$ cat src/rtl/sprite_blitter.sv
// sprite_blitter: scans an IMG_W x IMG_H image held in a synchronous-read ROM
// and streams one VGA pixel write per clock at a run-time origin, clipping
// anything that lands off-screen.
//
// Optional feature macro: TRANSPARENCY_EN
//   defined   -> a pixel whose ROM colour equals TRANSP_COLOUR is not plotted
//   undefined -> every in-bounds pixel is plotted
//
// Pipeline: the address for pixel k leaves in cycle k+1 after the accepted
// start. The ROM answers in cycle k+2, when the registered x/y/plot stage for
// the same pixel is also valid. colour is taken straight from rom_q because
// the ROM's own output register already supplies that cycle of delay.
module sprite_blitter #(
  parameter int IMG_W    = 80,
  parameter int IMG_H    = 40,
  parameter int ADDR_W   = 12,
  parameter int COLOUR_W = 9,
  parameter int SCR_W    = 160,
  parameter int SCR_H    = 120,
  parameter logic [COLOUR_W-1:0] TRANSP_COLOUR = '0
) (
  input  logic                clk,
  input  logic                resetn,
  input  logic                start,
  input  logic [7:0]          x_org,
  input  logic [6:0]          y_org,
  output logic [ADDR_W-1:0]   rom_addr,
  input  logic [COLOUR_W-1:0] rom_q,
  output logic [7:0]          x,
  output logic [6:0]          y,
  output logic [COLOUR_W-1:0] colour,
  output logic                plot,
  output logic                busy,
  output logic                done
);

  // Handshake: start is a level request, accepted only when the FSM is IDLE
  // and no done pulse is being shown; busy is high from the cycle after the
  // accepted start until done; done is a single-cycle pulse one cycle after
  // the final pixel is plotted. There is no other acknowledge.

  // Counter widths; a one-pixel dimension still needs a 1-bit counter.
  localparam int CW = (IMG_W > 1) ? $clog2(IMG_W) : 1;
  localparam int RW = (IMG_H > 1) ? $clog2(IMG_H) : 1;

  // End-of-row and end-of-image are plain equality compares so that 1-wide
  // or 1-tall images wrap and terminate correctly.
  localparam logic [CW-1:0] COL_LAST = CW'(IMG_W - 1);
  localparam logic [RW-1:0] ROW_LAST = RW'(IMG_H - 1);

`ifdef TRANSPARENCY_EN
  localparam bit TRANSP_ON = 1'b1;
`else
  localparam bit TRANSP_ON = 1'b0;
`endif

  localparam logic [1:0] S_IDLE  = 2'd0;
  localparam logic [1:0] S_SCAN  = 2'd1;
  localparam logic [1:0] S_FLUSH = 2'd2;

  logic [1:0]        state;
  logic [CW-1:0]     col;
  logic [RW-1:0]     row;
  logic [ADDR_W-1:0] rom_addr_r;
  logic [7:0]        x_org_r;
  logic [6:0]        y_org_r;
  logic              busy_r;
  logic              done_r;

  // Output stage: stg_live marks a real pixel, stg_in marks it on-screen.
  logic              stg_live;
  logic              stg_in;
  logic [7:0]        x_r;
  logic [6:0]        y_r;

  logic              accept;
  logic              last_col;
  logic              last_pix;
  logic [8:0]        x_sum;
  logic [7:0]        y_sum;
  logic              in_bounds;
  logic              is_transp;

  // Request acceptance and scan-position decode for the address being issued.
  always_comb begin
    accept    = (state == S_IDLE) && start && !done_r;
    last_col  = (col == COL_LAST);
    last_pix  = last_col && (row == ROW_LAST);
    // One extra bit on each sum so that wrap past 255 / 127 is still clipped.
    x_sum     = {1'b0, x_org_r} + 9'(col);
    y_sum     = {1'b0, y_org_r} + 8'(row);
    in_bounds = (x_sum < 9'(SCR_W)) && (y_sum < 8'(SCR_H));
  end

  // Control FSM plus column/row/address counters.
  always_ff @(posedge clk) begin
    if (!resetn) begin
      state      <= S_IDLE;
      col        <= '0;
      row        <= '0;
      rom_addr_r <= '0;
      x_org_r    <= '0;
      y_org_r    <= '0;
      busy_r     <= 1'b0;
      done_r     <= 1'b0;
    end else begin
      case (state)
        S_IDLE: begin
          done_r <= 1'b0;
          if (accept) begin
            x_org_r    <= x_org;
            y_org_r    <= y_org;
            col        <= '0;
            row        <= '0;
            rom_addr_r <= '0;
            busy_r     <= 1'b1;
            state      <= S_SCAN;
          end
        end
        S_SCAN: begin
          // Row-major image: the ROM address simply counts up, no multiply.
          rom_addr_r <= rom_addr_r + ADDR_W'(1);
          if (last_col) begin
            col <= '0;
            row <= last_pix ? '0 : row + RW'(1);
          end else begin
            col <= col + CW'(1);
          end
          if (last_pix) begin
            state <= S_FLUSH;
          end
        end
        S_FLUSH: begin
          // Final pixel is in the output stage this cycle.
          busy_r <= 1'b0;
          done_r <= 1'b1;
          state  <= S_IDLE;
        end
        default: begin
          busy_r <= 1'b0;
          done_r <= 1'b0;
          state  <= S_IDLE;
        end
      endcase
    end
  end

  // Output stage: delay the scan coordinate one cycle to line up with rom_q.
  always_ff @(posedge clk) begin
    if (!resetn) begin
      stg_live <= 1'b0;
      stg_in   <= 1'b0;
      x_r      <= '0;
      y_r      <= '0;
    end else begin
      stg_live <= (state == S_SCAN);
      stg_in   <= (state == S_SCAN) && in_bounds;
      if (state == S_SCAN) begin
        // Low bits are passed on even for clipped pixels.
        x_r <= x_sum[7:0];
        y_r <= y_sum[6:0];
      end
    end
  end

  // Transparent pixels keep their slot in the stream but do not write.
  always_comb begin
    is_transp = TRANSP_ON && (rom_q == TRANSP_COLOUR);
  end

  assign rom_addr = rom_addr_r;
  assign x        = x_r;
  assign y        = y_r;
  assign colour   = stg_live ? rom_q : '0;
  assign plot     = stg_in && !is_transp;
  assign busy     = busy_r;
  assign done     = done_r;

endmodule

$ cat config.mk
export PLATFORM = sky130hd
export DESIGN_NAME = sprite_blitter
export DESIGN_NICKNAME = d
export VERILOG_FILES = /design/src/rtl/sprite_blitter.sv
export SDC_FILE = /design/constraint.sdc
export NUM_CORES = 1
export LEC_CHECK = 0
export BUFFER_PORTS_ARGS = -buffer_cell sky130_fd_sc_hd__buf_2
export CORE_MARGIN = 1.5
export CORE_UTILIZATION = 40
export CTS_BUF_LIST = sky130_fd_sc_hd__clkbuf_4 sky130_fd_sc_hd__clkbuf_8
export DETAILED_ROUTE_END_ITERATION = 7
export PLACE_DENSITY = 0.6
export REMOVE_ABC_BUFFERS = 1
export SLEW_MARGIN = 20
export SYNTH_ARGS = -nofsm -noshare
export SYNTH_HDL_FRONTEND = slang
export SYNTH_SLANG_ARGS = --single-unit
$ cat constraint.sdc
create_clock -name clk -period 2.6 [get_ports clk]
set_input_delay 0.65 -clock clk [delete_from_list [all_inputs] [get_ports clk]]
set_output_delay 0.65 -clock clk [all_outputs]
set_load 0.005 [all_outputs]
==> impl_summary.log <==
INFO  metric synth-async-reset-ratio = 0%
INFO  metric final_instance_count_excl_fillers = 555
INFO  metric critical_path.cell_chain = ha_1 -> inv_1 -> fa_1 -> nand2b_1 -> a21oi_1 -> mux2i_1 -> nand2_1 -> nand4_1 -> and4b_1
INFO  metric finalCritPeriodShare = around four fifths
INFO  metric detailedRoute.firstPassIterationCount = 4
INFO  metric slew_headroom = between 50% and 60%
INFO  metric final_util = between 40 and 50%
INFO  metric syn2layout_area_growth = 19.14%
INFO  metric yosys_warnings = 0
INFO  metric cts_resized = 0
INFO  metric portBuffers = 65
INFO  metric postRouteWirelength = between 7000 and 8000 um
INFO  metric cts_inserted_buffers = 9
INFO  metric tns = 0 ns
INFO  metric cp.required = around 2.9 ns
INFO  metric p_leak = about 1.7 nW
INFO  metric outcome = finished, final reports clean
INFO  metric synth.ff_latch_count = just over 60
INFO  metric antenna_cell_count = 0
INFO  metric grt_overflow = 0
INFO  metric fraction_of_final_layout_cells_with_drive_strength_greater_than_1 = 20.53%
INFO  metric post-cts-setup-buffers = 0
INFO  metric ctsHoldBuffers = 0
INFO  metric dpl.hpwl = between 5000 and 6000 um
INFO  metric row_count = 32
INFO  metric finalWeightedCongestion = 0.7509
INFO  metric antenna_found_initial = 0
INFO  metric detail_route.vias_per_cell = between 5 and 6
INFO  metric max_cap_viol_count = 0
INFO  metric cts_buffer_depth = 2
INFO  metric max-vdd-ir-drop = 0.2547 mV
INFO  metric initial_core_util = 41.06%
INFO  metric dp_cells = around 540
INFO  metric hold_ws = about 0.46 ns
INFO  metric regToRegStartpoint = row[0]$_SDFFE_PN0P_
INFO  metric timing.critical_path.slowest_cell_delay = 0.42 ns
INFO  metric ioPinCount = between 60 and 70
INFO  metric combPwrFrac = 11.5%
INFO  metric critPathSlowestCell = dfxtp_1
INFO  metric share_seq_of_total_power = roughly 50%
INFO  metric detailed_router_s_first_iteration_violation_count = 86
INFO  metric cts_tree = built
INFO  metric switching_power = about 0.5 mW
INFO  metric vias = ~2800
INFO  metric critPathCaptureType = flop
INFO  metric yosysUniqueCellTypes = 42
INFO  metric startpoint = row[0]$_SDFFE_PN0P_
INFO  metric final.min_clock_period = approximately 2.1 ns
INFO  metric worst_min_path_class = reg -> reg
INFO  metric synth-edff-count = 0
INFO  metric antenna_violating_nets_post_route = 0
INFO  metric cellInternalPower = 1.459 mW
INFO  metric worst-path-max-fanout = 5
INFO  metric wire_length_of_the_first_global_routing_pass = about 12000 um
INFO  metric globalRoute.busiestLayer = met2
INFO  metric groute.layer.met2.usage = approximately 29%
INFO  metric grt_use_met3 = 4.643%
INFO  metric synth.yosys.seq_area_share = just under 40%
INFO  metric placeableCoreArea = about 7700 um^2
INFO  metric root_buffer = clkbuf_8
INFO  metric grt_use_total = 17.80%
INFO  metric worst_path_dominant_cell_family = adder cells
INFO  metric drt-wirelength-per-cell = about 13 um
INFO  metric pwr_density_cell = 522.4 nW/um^2
INFO  metric worstSetupPathType = reg -> reg
INFO  metric critical_hold_path_startpoint = x[5]$_SDFFE_PN0P_
INFO  metric synth.cell_area = approximately 3200 um^2
INFO  metric worstPathBufferInverterCount = 1
INFO  metric drc = 0
INFO  metric synth_cells = between 300 and 400
INFO  metric max_slew.worst_pin.slew = 0.6578 ns
INFO  metric design.final.nets = 495
INFO  metric post_synth.cell_area_avg = 8.221 um^2
INFO  metric first_global_vias = between 2000 and 3000
INFO  metric clk_transition_reported_paths = 0.07 ns
INFO  metric clock-sinks = 61
INFO  metric max_clock_freq = about 0.48 GHz
INFO  metric floorplan.die.width = around 92 um
INFO  metric max_h_tree_level = 3
INFO  metric p_sw_share = 25.76%
INFO  metric design.die.area = around 8400 um^2
INFO  metric final_count_of_pins_violating_max_slew = 0
INFO  metric die_height = 91.84 um
INFO  metric p_clk_share = 37.9%
INFO  metric hold_viol_final = 0
INFO  metric crit_path_start_kind = flop
INFO  metric finClkSkew = 0.004804 ns
INFO  metric rsz0062_at_grt = false
INFO  metric synth_ff_type = dfxtp_1
INFO  metric worst_skew_pair.late_latency = ~0.34 ns
INFO  metric worst-endpoint-arrival = 2.39 ns
INFO  metric fillCellCount = between 700 and 800
INFO  metric finalSetupViolCount = 0
INFO  metric grt.met1_usage = between 20% and 30%
INFO  metric grt_start_max_net_pins = 35
==> placed cells by master, fill, tap and decap left out, types with 7 or more instances in the layout <==
cell      Yosys  final
nand2_1      68     68
buf_2         4     65
dfxtp_1      61     61
a21boi_0     31     31
nor2_1       27     27
o21ai_0      21     21
and2_1       19     19
a21oi_1      16     16
ha_1         16     16
nand3_1      14     14
nor2b_1      12     11
clkbuf_8      0     11
inv_1         9      9
and3_1        9      9
nand2b_1      7      7
nand4_1       7      7
==> sequential cells by signal (all words and copies together) (netlist names) <==
register,flops
done,1
x,8
y_org_r,7
busy,1
y,7
row,6
state,2
col,7
stg_live,1
x_org_r,8
plot,1
rom_addr,12
==> metal layers <==
| layer | routed length [um] | vias to the layer above |
|---|---|---|
| met1 | 3502 | 1277 |
| met5 | 0 | - |
| li1 | - | 1454 |
| met4 | 169 | 0 |
| met2 | 3118 | 63 |
| met3 | 360 | 15 |
==> cells by family after synthesis <==
group           count (synthesis)  synth area share, %
flops                          61                38.68
xor+xnor                       12                3.329
compound gates                 87                18.27
mux                             3               0.9513
buf+inv                        25                3.131
simple gates                  178                28.02
fa+ha+maj                      18                7.610
==> through the flow <==
stage	total power [mW]	instance area (um^2)	worst slack, ns
2_1_floorplan	1.140	3092	0.3307
3_3_place_gp	1.239	3592	0.4493
3_5_place_dp	1.243	3592	0.4061
4_1_cts	1.990	3761	0.5156
5_1_grt	2.067	3761	0.3399
6_report	1.965	3761	0.4976
==> final timing paths <==
path                  endpoint  slack (ns)  depth (start not counted)
min          x[5]$_SDFFE_PN0P_        0.46                          2
min reg2reg  x[5]$_SDFFE_PN0P_        0.46                          2
max            plot$_SDFF_PN0_        0.50                          9
max reg2reg    plot$_SDFF_PN0_        0.50                          9
==> synthesized netlist by cell type, types with 3 or more instances <==
cell type | n | area share [%]
or2_2 | 3 | 0.59
mux2i_1 | 3 | 0.95
a21boi_0 | 31 | 7.4
dfxtp_1 | 61 | 39
inv_1 | 9 | 1.1
nor2_1 | 27 | 3.2
and3_1 | 9 | 1.8
ha_1 | 16 | 6.3
xor2_1 | 6 | 1.7
nand4_1 | 7 | 1.4
o21ai_0 | 21 | 3.3
and2_1 | 19 | 3.8
o211ai_1 | 4 | 0.95
buf_1 | 3 | 0.36
nand2_1 | 68 | 8.1
xnor2_1 | 6 | 1.7
a21oi_1 | 16 | 2.5
nand3_1 | 14 | 2.2
nor3_1 | 4 | 0.63
nor2b_1 | 12 | 2.4
buf_2 | 4 | 0.63
nand2b_1 | 7 | 1.4
clkbuf_1 | 9 | 1.1
==> tightest hold or removal path, cell delays in order (launching register included) <==
cell      delay [ns]
dfxtp_1         0.31
nand2_1         0.04
a21boi_0        0.06
==> area by class of cell <==
class | instances | area, um^2 | share of cell area [%]
multi-input cells | 298 | 1839 | 48.90
flip-flops and latches | 61 | 1221 | 32.47
repair buffers | 71 | 370.4 | 9.847
clock buffers | 12 | 158.9 | 4.225
well taps | 102 | 127.6 | 3.393
inverters | 9 | 33.78 | 0.8982
clock inverters | 2 | 10.01 | 0.2661
==> power by group through the flow <==
stage | Combinational (mW) | Clock, mW | Sequential [mW]
2_1_floorplan | 0.130 | 0 | 1.01
3_3_place_gp | 0.226 | 0 | 1.01
3_5_place_dp | 0.229 | 0 | 1.01
4_1_cts | 0.230 | 0.767 | 0.993
5_1_grt | 0.258 | 0.811 | 0.998
6_report | 0.226 | 0.745 | 0.993
No activity file was read; power rests on OpenSTA's default activity.
